## src/rtl/weight_loader_pkg.sv

```systemverilog
// rtl/weight_loader_pkg.sv - shared CNN constants and weight loader state encoding
package weight_loader_pkg;

    // Taps in one 5x5 kernel; also sizes the weight bank and conv datapath.
    localparam int KERNEL_TAPS   = 25;
    localparam int WEIGHT_DW     = 32;
    localparam int WEIGHT_MEM_AW = 12;
    localparam int BANK_AW       = 10;

    typedef enum logic [1:0] {
        ST_IDLE = 2'd0,
        ST_RUN  = 2'd1,
        ST_LAST = 2'd2,
        ST_DONE = 2'd3
    } wl_state_e;

endpackage

```

## src/rtl/weight_loader_if.sv

```systemverilog
// rtl/weight_loader_if.sv - control, weight memory and weight bank signals of the loader
interface weight_loader_if
    import weight_loader_pkg::*;
#(
    parameter int MEM_AW = WEIGHT_MEM_AW,
    parameter int DW     = WEIGHT_DW
);

    logic              iStart;
    logic [MEM_AW-1:0] iBase;
    logic              iHold;
    logic              oMemRd;
    logic [MEM_AW-1:0] oMemAddr;
    logic [DW-1:0]     iMemData;
    logic              oWren;
    logic [BANK_AW-1:0] oAddr;
    logic [DW-1:0]     oW;
    logic              oBusy;
    logic              oDone;

    // Loader side.
    modport master (
        input  iStart, iBase, iHold, iMemData,
        output oMemRd, oMemAddr, oWren, oAddr, oW, oBusy, oDone
    );

    // Layer controller / memory / bank side.
    modport slave (
        output iStart, iBase, iHold, iMemData,
        input  oMemRd, oMemAddr, oWren, oAddr, oW, oBusy, oDone
    );

endinterface

```

## src/rtl/weight_loader.sv

```systemverilog
// rtl/weight_loader.sv - streams NUM_W weights from weight memory into the kernel weight bank
module weight_loader
    import weight_loader_pkg::*;
#(
    parameter int NUM_W  = KERNEL_TAPS,
    parameter int MEM_AW = WEIGHT_MEM_AW,
    parameter int DW     = WEIGHT_DW
) (
    input  logic             clk,
    input  logic             rst,
    weight_loader_if.master  bus
);

    localparam logic [BANK_AW-1:0] LAST_IDX = BANK_AW'(NUM_W - 1);

    wl_state_e          state_q, state_d;
    logic [BANK_AW-1:0] idx_q, idx_d;
    logic [MEM_AW-1:0]  base_q, base_d;
    logic               wr_pend_q, wr_pend_d;
    logic [BANK_AW-1:0] wr_addr_q, wr_addr_d;
    logic [DW-1:0]      w_last_q, w_last_d;
    logic               mem_rd;

    // Next state: read issue in RUN, one-cycle write follow-up, hold-last-value for oW.
    always_comb begin
        state_d   = state_q;
        idx_d     = idx_q;
        base_d    = base_q;
        wr_pend_d = 1'b0;
        wr_addr_d = wr_addr_q;
        w_last_d  = w_last_q;
        mem_rd    = 1'b0;

        // Remember the word being written so oW holds it once oWren drops.
        if (wr_pend_q) begin
            w_last_d = bus.iMemData;
        end

        case (state_q)
            ST_IDLE: begin
                if (bus.iStart) begin
                    base_d  = bus.iBase;
                    idx_d   = '0;
                    state_d = ST_RUN;
                end
            end
            ST_RUN: begin
                if (!bus.iHold) begin
                    mem_rd    = 1'b1;
                    wr_pend_d = 1'b1;
                    wr_addr_d = idx_q;
                    if (idx_q == LAST_IDX) begin
                        state_d = ST_LAST;
                    end else begin
                        idx_d = idx_q + 1'b1;
                    end
                end
            end
            ST_LAST: begin
                state_d = ST_DONE;
            end
            ST_DONE: begin
                state_d = ST_IDLE;
            end
            default: begin
                state_d = ST_IDLE;
            end
        endcase
    end

    // State and pipeline registers; reset abandons any load in flight.
    always_ff @(posedge clk) begin
        if (rst) begin
            state_q   <= ST_IDLE;
            idx_q     <= '0;
            base_q    <= '0;
            wr_pend_q <= 1'b0;
            wr_addr_q <= '0;
            w_last_q  <= '0;
        end else begin
            state_q   <= state_d;
            idx_q     <= idx_d;
            base_q    <= base_d;
            wr_pend_q <= wr_pend_d;
            wr_addr_q <= wr_addr_d;
            w_last_q  <= w_last_d;
        end
    end

    // Memory address wraps modulo 2^MEM_AW by truncation of the sum.
    assign bus.oMemRd   = mem_rd;
    assign bus.oMemAddr = base_q + MEM_AW'(idx_q);

    // Read data lands one cycle after the strobe and goes straight to the bank.
    assign bus.oWren = wr_pend_q;
    assign bus.oAddr = wr_addr_q;
    assign bus.oW    = wr_pend_q ? bus.iMemData : w_last_q;

    assign bus.oBusy = (state_q == ST_RUN) || (state_q == ST_LAST);
    assign bus.oDone = (state_q == ST_DONE);

endmodule

```

## src/flat_wrapper.sv

```systemverilog
// flat-port wrapper written by rule: the top's interface ports become plain ports
module weight_loader_flat import weight_loader_pkg::*;
#(
    parameter int NUM_W  = KERNEL_TAPS,
    parameter int MEM_AW = WEIGHT_MEM_AW,
    parameter int DW     = WEIGHT_DW
)
  (clk, rst, bus_iStart, bus_iBase, bus_iHold, bus_iMemData, bus_oMemRd, bus_oMemAddr, bus_oWren, bus_oAddr, bus_oW, bus_oBusy, bus_oDone);
  weight_loader_if #(.MEM_AW(MEM_AW), .DW(DW)) bus_i ();
  input  logic clk;
  input  logic rst;
  input wire logic [$bits(bus_i.iStart)-1:0] bus_iStart;
  input wire logic [$bits(bus_i.iBase)-1:0] bus_iBase;
  input wire logic [$bits(bus_i.iHold)-1:0] bus_iHold;
  input wire logic [$bits(bus_i.iMemData)-1:0] bus_iMemData;
  output wire logic [$bits(bus_i.oMemRd)-1:0] bus_oMemRd;
  output wire logic [$bits(bus_i.oMemAddr)-1:0] bus_oMemAddr;
  output wire logic [$bits(bus_i.oWren)-1:0] bus_oWren;
  output wire logic [$bits(bus_i.oAddr)-1:0] bus_oAddr;
  output wire logic [$bits(bus_i.oW)-1:0] bus_oW;
  output wire logic [$bits(bus_i.oBusy)-1:0] bus_oBusy;
  output wire logic [$bits(bus_i.oDone)-1:0] bus_oDone;
  assign bus_i.iStart = bus_iStart;
  assign bus_i.iBase = bus_iBase;
  assign bus_i.iHold = bus_iHold;
  assign bus_i.iMemData = bus_iMemData;
  assign bus_oMemRd = bus_i.oMemRd;
  assign bus_oMemAddr = bus_i.oMemAddr;
  assign bus_oWren = bus_i.oWren;
  assign bus_oAddr = bus_i.oAddr;
  assign bus_oW = bus_i.oW;
  assign bus_oBusy = bus_i.oBusy;
  assign bus_oDone = bus_i.oDone;
  weight_loader #(.NUM_W(NUM_W), .MEM_AW(MEM_AW), .DW(DW)) u_core (.clk(clk), .rst(rst), .bus(bus_i));
endmodule
```

## config.mk

```make
export PLATFORM = sky130hd
export DESIGN_NAME = weight_loader_flat
export DESIGN_NICKNAME = d
export VERILOG_FILES = /design/src/rtl/weight_loader_pkg.sv /design/src/rtl/weight_loader_if.sv /design/src/rtl/weight_loader.sv /design/src/flat_wrapper.sv
export SDC_FILE = /design/constraint.sdc
export NUM_CORES = 1
export LEC_CHECK = 0
export CAP_MARGIN = 20
export CORE_MARGIN = 2
export CORE_UTILIZATION = 60
export CTS_BUF_LIST = sky130_fd_sc_hd__clkbuf_16
export DETAILED_ROUTE_END_ITERATION = 8
export DONT_BUFFER_PORTS = 1
export PLACE_DENSITY_LB_ADDON = 0.25
export REMOVE_ABC_BUFFERS = 1
export SLEW_MARGIN = 15
export SYNTH_ARGS = -nofsm -noshare
export SYNTH_HDL_FRONTEND = slang
export SYNTH_SLANG_ARGS = --single-unit
```

## constraint.sdc

```tcl
create_clock -name clk -period 3.2 [get_ports clk]
set_input_delay 0.32 -clock clk [delete_from_list [all_inputs] [get_ports clk]]
set_output_delay 0.32 -clock clk [all_outputs]
set_load 0.1 [all_outputs]
```

==> metrics.md <==
| Metric | Value |
|---|---|
| Status | `completed` |
| Area of the core | `around 5100 um2` |
| Nets | `~430` |
| Fillers | `between 400 and 500` |
| Worst VDD drop | `between 0.6 and 0.7 mV` |
| Worst Hold Class | `in -> reg` |
| EDFF count, synth | `0` |
| Fin worst setup slack | `between 0.15 and 0.2 ns` |
| Hold_buf cts | `0` |
| Maximum capacitance violations | `0` |
| CTS root buf | `clkbuf_16` |
| Crit Reg-Reg Startpoint | `u_core.state_q[1]` |
| CP max FO | `7` |
| WP data arrival | `2.73 ns` |
| Syn. warnings | `0` |
| Max Clock Skew | `~0.0034 ns` |
| DP HPWL | `between 4000 and 5000 um` |
| FF+latch count, synth | `67` |
| Via density | `around 5.7` |
| CTS tree | `done` |
| Period utilization | `between 90% and 100%` |
| Diodes inserted | `0` |
| Reg clk slew, reported paths | `0.06 ns` |
| Leading area contributor after synthesis | `dfxtp_1` |
| DP Cell Count | `~430` |
| Largest net degree at the start of global routing | `68` |
| P_leak | `between 0.0015 and 0.002 uW` |
| Die W | `between 70 and 80 um` |
| Commonest register cell after synthesis | `dfxtp_1` |
| Clk buf depth | `2` |
| Fin crit period | `slightly above 3 ns` |
| Clock sink count | `67` |
| Critical path class | `reg -> out` |
| Critical Path Max Stage Delay | `between 0.4 and 0.5 ns` |
| DR DRC count | `0` |
| Most common cell after layout, fill and taps aside | `dfxtp_1` |
| Std-Cell Rows | `26` |
| Die H | `just under 80 um` |
| P per Cell Area | `946 nW/um2` |
| Most frequent cells in the layout | `66 x dfxtp_1, 54 x nand2_1, 37 x a21oi_1` |
| Asr flop ratio synth | `0%` |
| Fmax | `between 0.3 and 0.4 GHz` |
| Critical Path End Type | `output port` |
| Clk_lat worst skew | `approximately 0.32 ns` |
| Worst Tran Pin Value | `slightly below 1 ns` |
| Origin of the worst setup path | `u_core.idx_q[0]` |
| Crit path launch type | `flop` |
| Cts repair resizes | `0` |
| CP required | `roughly 2.9 ns` |
| Hold path start | `rst` |
| Drt total wl | `roughly 6800 um` |
| Sequential share of the synthesized area | `41.5%` |
| Htree depth | `3` |
| Vias in the first global route | `around 2400` |
| Vias | `between 2000 and 3000` |
| DR iter-0 viols | `approximately 160` |
| Headroom to the max-slew limit | `around a third` |
| Synth unique cells | `41` |
| Cts bufs inserted | `9` |
| Final std cells w/o fill | `442` |
| Share of cells above drive strength 1 | `18.5%` |
| Drt pass-1 iters | `4` |
| Total congestion overflow | `0` |
| RSZ-0062 raised after global routing | `false` |
| Endpoints failing hold | `0` |
| Synth area leaders | `dfxtp_1 42%, mux2_2 8.7%, nor2b_1 7.0%, nand2_1 6.3%, ha_1 6.2%` |
| Avg WL per Cell | `between 15 and 20 um` |
| First-pass GRT wire length | `~11000 um` |
| Routed Antenna Nets | `0` |
| Final Max Tran Viols | `0` |
| Area Overhead vs Synth | `16.5%` |
| Die footprint | `~6000 um2` |
| Post CTS Setup Buffer Count | `0` |
| I/O Pins | `about 110` |
| Worst-path cell with the longest stage delay | `fa_1` |
| Syn Inst Count | `about 360` |
| Tot GR Track Use | `between 20% and 30%` |
| Initial core utilization | `a little over three fifths` |
| PortBufs | `0` |
| Mapped Area | `approximately 3200 um2` |
| Synthesized area per cell | `roughly 9 um2` |
| RePlAce Congestion | `0.817` |
| Initial antenna violation count | `0` |
| Final setup vio count | `0` |
| Synth top area share | `around 42%` |
| Crit-path cells | `ha_1, fa_1, a211oi_2, nor2_1, o21a_1, o41a_1, xor2_2, buf_4` |
| Place WS | `~0.45 ns` |
==> metrics by stage <==
step,hold WS (ns),TNS [ns],area [um2],total power [uW],util [%]
6_report,0.0643,0,3760,3560,73.2
2_1_floorplan,0.389,-0.476,3170,2340,-
5_1_grt,0.0485,0,3760,3710,73.2
4_1_cts,0.0581,0,3740,3580,72.8
3_3_place_gp,0.396,0,3420,2520,66.6
3_5_place_dp,0.398,0,3420,2540,66.6
==> area by class of cell <==
class	instances	area, um2	share of cell area, %
Clock buffer	9	225	5.98
Clock inverter	7	93.8	2.49
Inverter	8	30.0	0.798
Multi-Input combinational cell	267	1880	49.9
Sequential cell	67	1340	35.7
Tap cell	70	87.6	2.33
Timing Repair Buffer	14	109	2.89
==> where the power goes <==
group / total [uW] / internal (uW) / switching [uW] / leakage (uW)
clock: 1030 / 679 / 354 / 0.000157
combinational: 1530 / 318 / 1210 / 0.000862
sequential: 995 / 916 / 79.1 / 0.000544
==> sequential cells by signal (all words and copies together), names as in the netlist <==
signal,flops
u_core.bus.oWren,1
u_core.state_q,2
u_core.w_last_q,32
u_core.base_q,12
u_core.bus.oAddr,10
u_core.idx_q,10
==> synth_stat cells, drive strengths merged (2+ instances only) <==
| cell type | number |
|---|---|
| a211o | 2 |
| a211oi | 4 |
| a21o | 3 |
| a21oi | 37 |
| and2 | 8 |
| and3 | 5 |
| buf | 4 |
| clkbuf | 13 |
| dfxtp | 67 |
| ha | 16 |
| inv | 8 |
| mux2 | 33 |
| mux2i | 2 |
| nand2 | 54 |
| nand2b | 2 |
| nand3 | 2 |
| nand4 | 4 |
| nor2 | 13 |
| nor2b | 36 |
| nor3 | 4 |
| nor4 | 2 |
| o21ai | 12 |
| o41a | 2 |
| or3 | 5 |
| or3b | 3 |
| xnor2 | 5 |
| xor2 | 3 |
==> path summary, 6_finish.rpt <==
check / endpoint / slack (ns) / cells after the start
max reg2reg: u_core.idx_q[2] / 1.10 / 7
max: bus_oMemAddr[8] / 0.15 / 8
min: u_core.w_last_q[9] / 0.06 / 1
min reg2reg: u_core.base_q[9] / 0.46 / 2
==> layer usage <==
metal	up-vias	global-route usage, %	routed length (um)
met5	-	0	0
met4	0	7.68	70
met3	6	8.02	512
met2	79	39.3	3360
met1	1185	27.2	2890
li1	1244	-	-
==> logic make-up (layout without fill, tap and decap cells) <==
family / Yosys count / count (layout) / share of synthesized area [%]
DFF: 67 / 67 / 41.5
adders and majority gates: 17 / 17 / 6.81
xor gates and xnor gates: 8 / 8 / 2.17
muxes: 35 / 35 / 12.1
buffers and inverters: 25 / 38 / 2.90
and+or+nand+nor: 142 / 142 / 22.7
AOI/OAI and AO/OA: 65 / 65 / 11.8
==> worst max-delay path, delay by kind of cell, from the launching register on <==
family                   cells  cell delay [ns]
AO/OA/AOI/OAI                3             0.78
adder cells (fa/ha/maj)      2             0.71
flip-flops                   1             0.37
buffers and inverters        1             0.30
XOR/XNOR                     1             0.14
AND/OR/NAND/NOR              1             0.10
No activity file was read; power rests on OpenSTA's default activity.
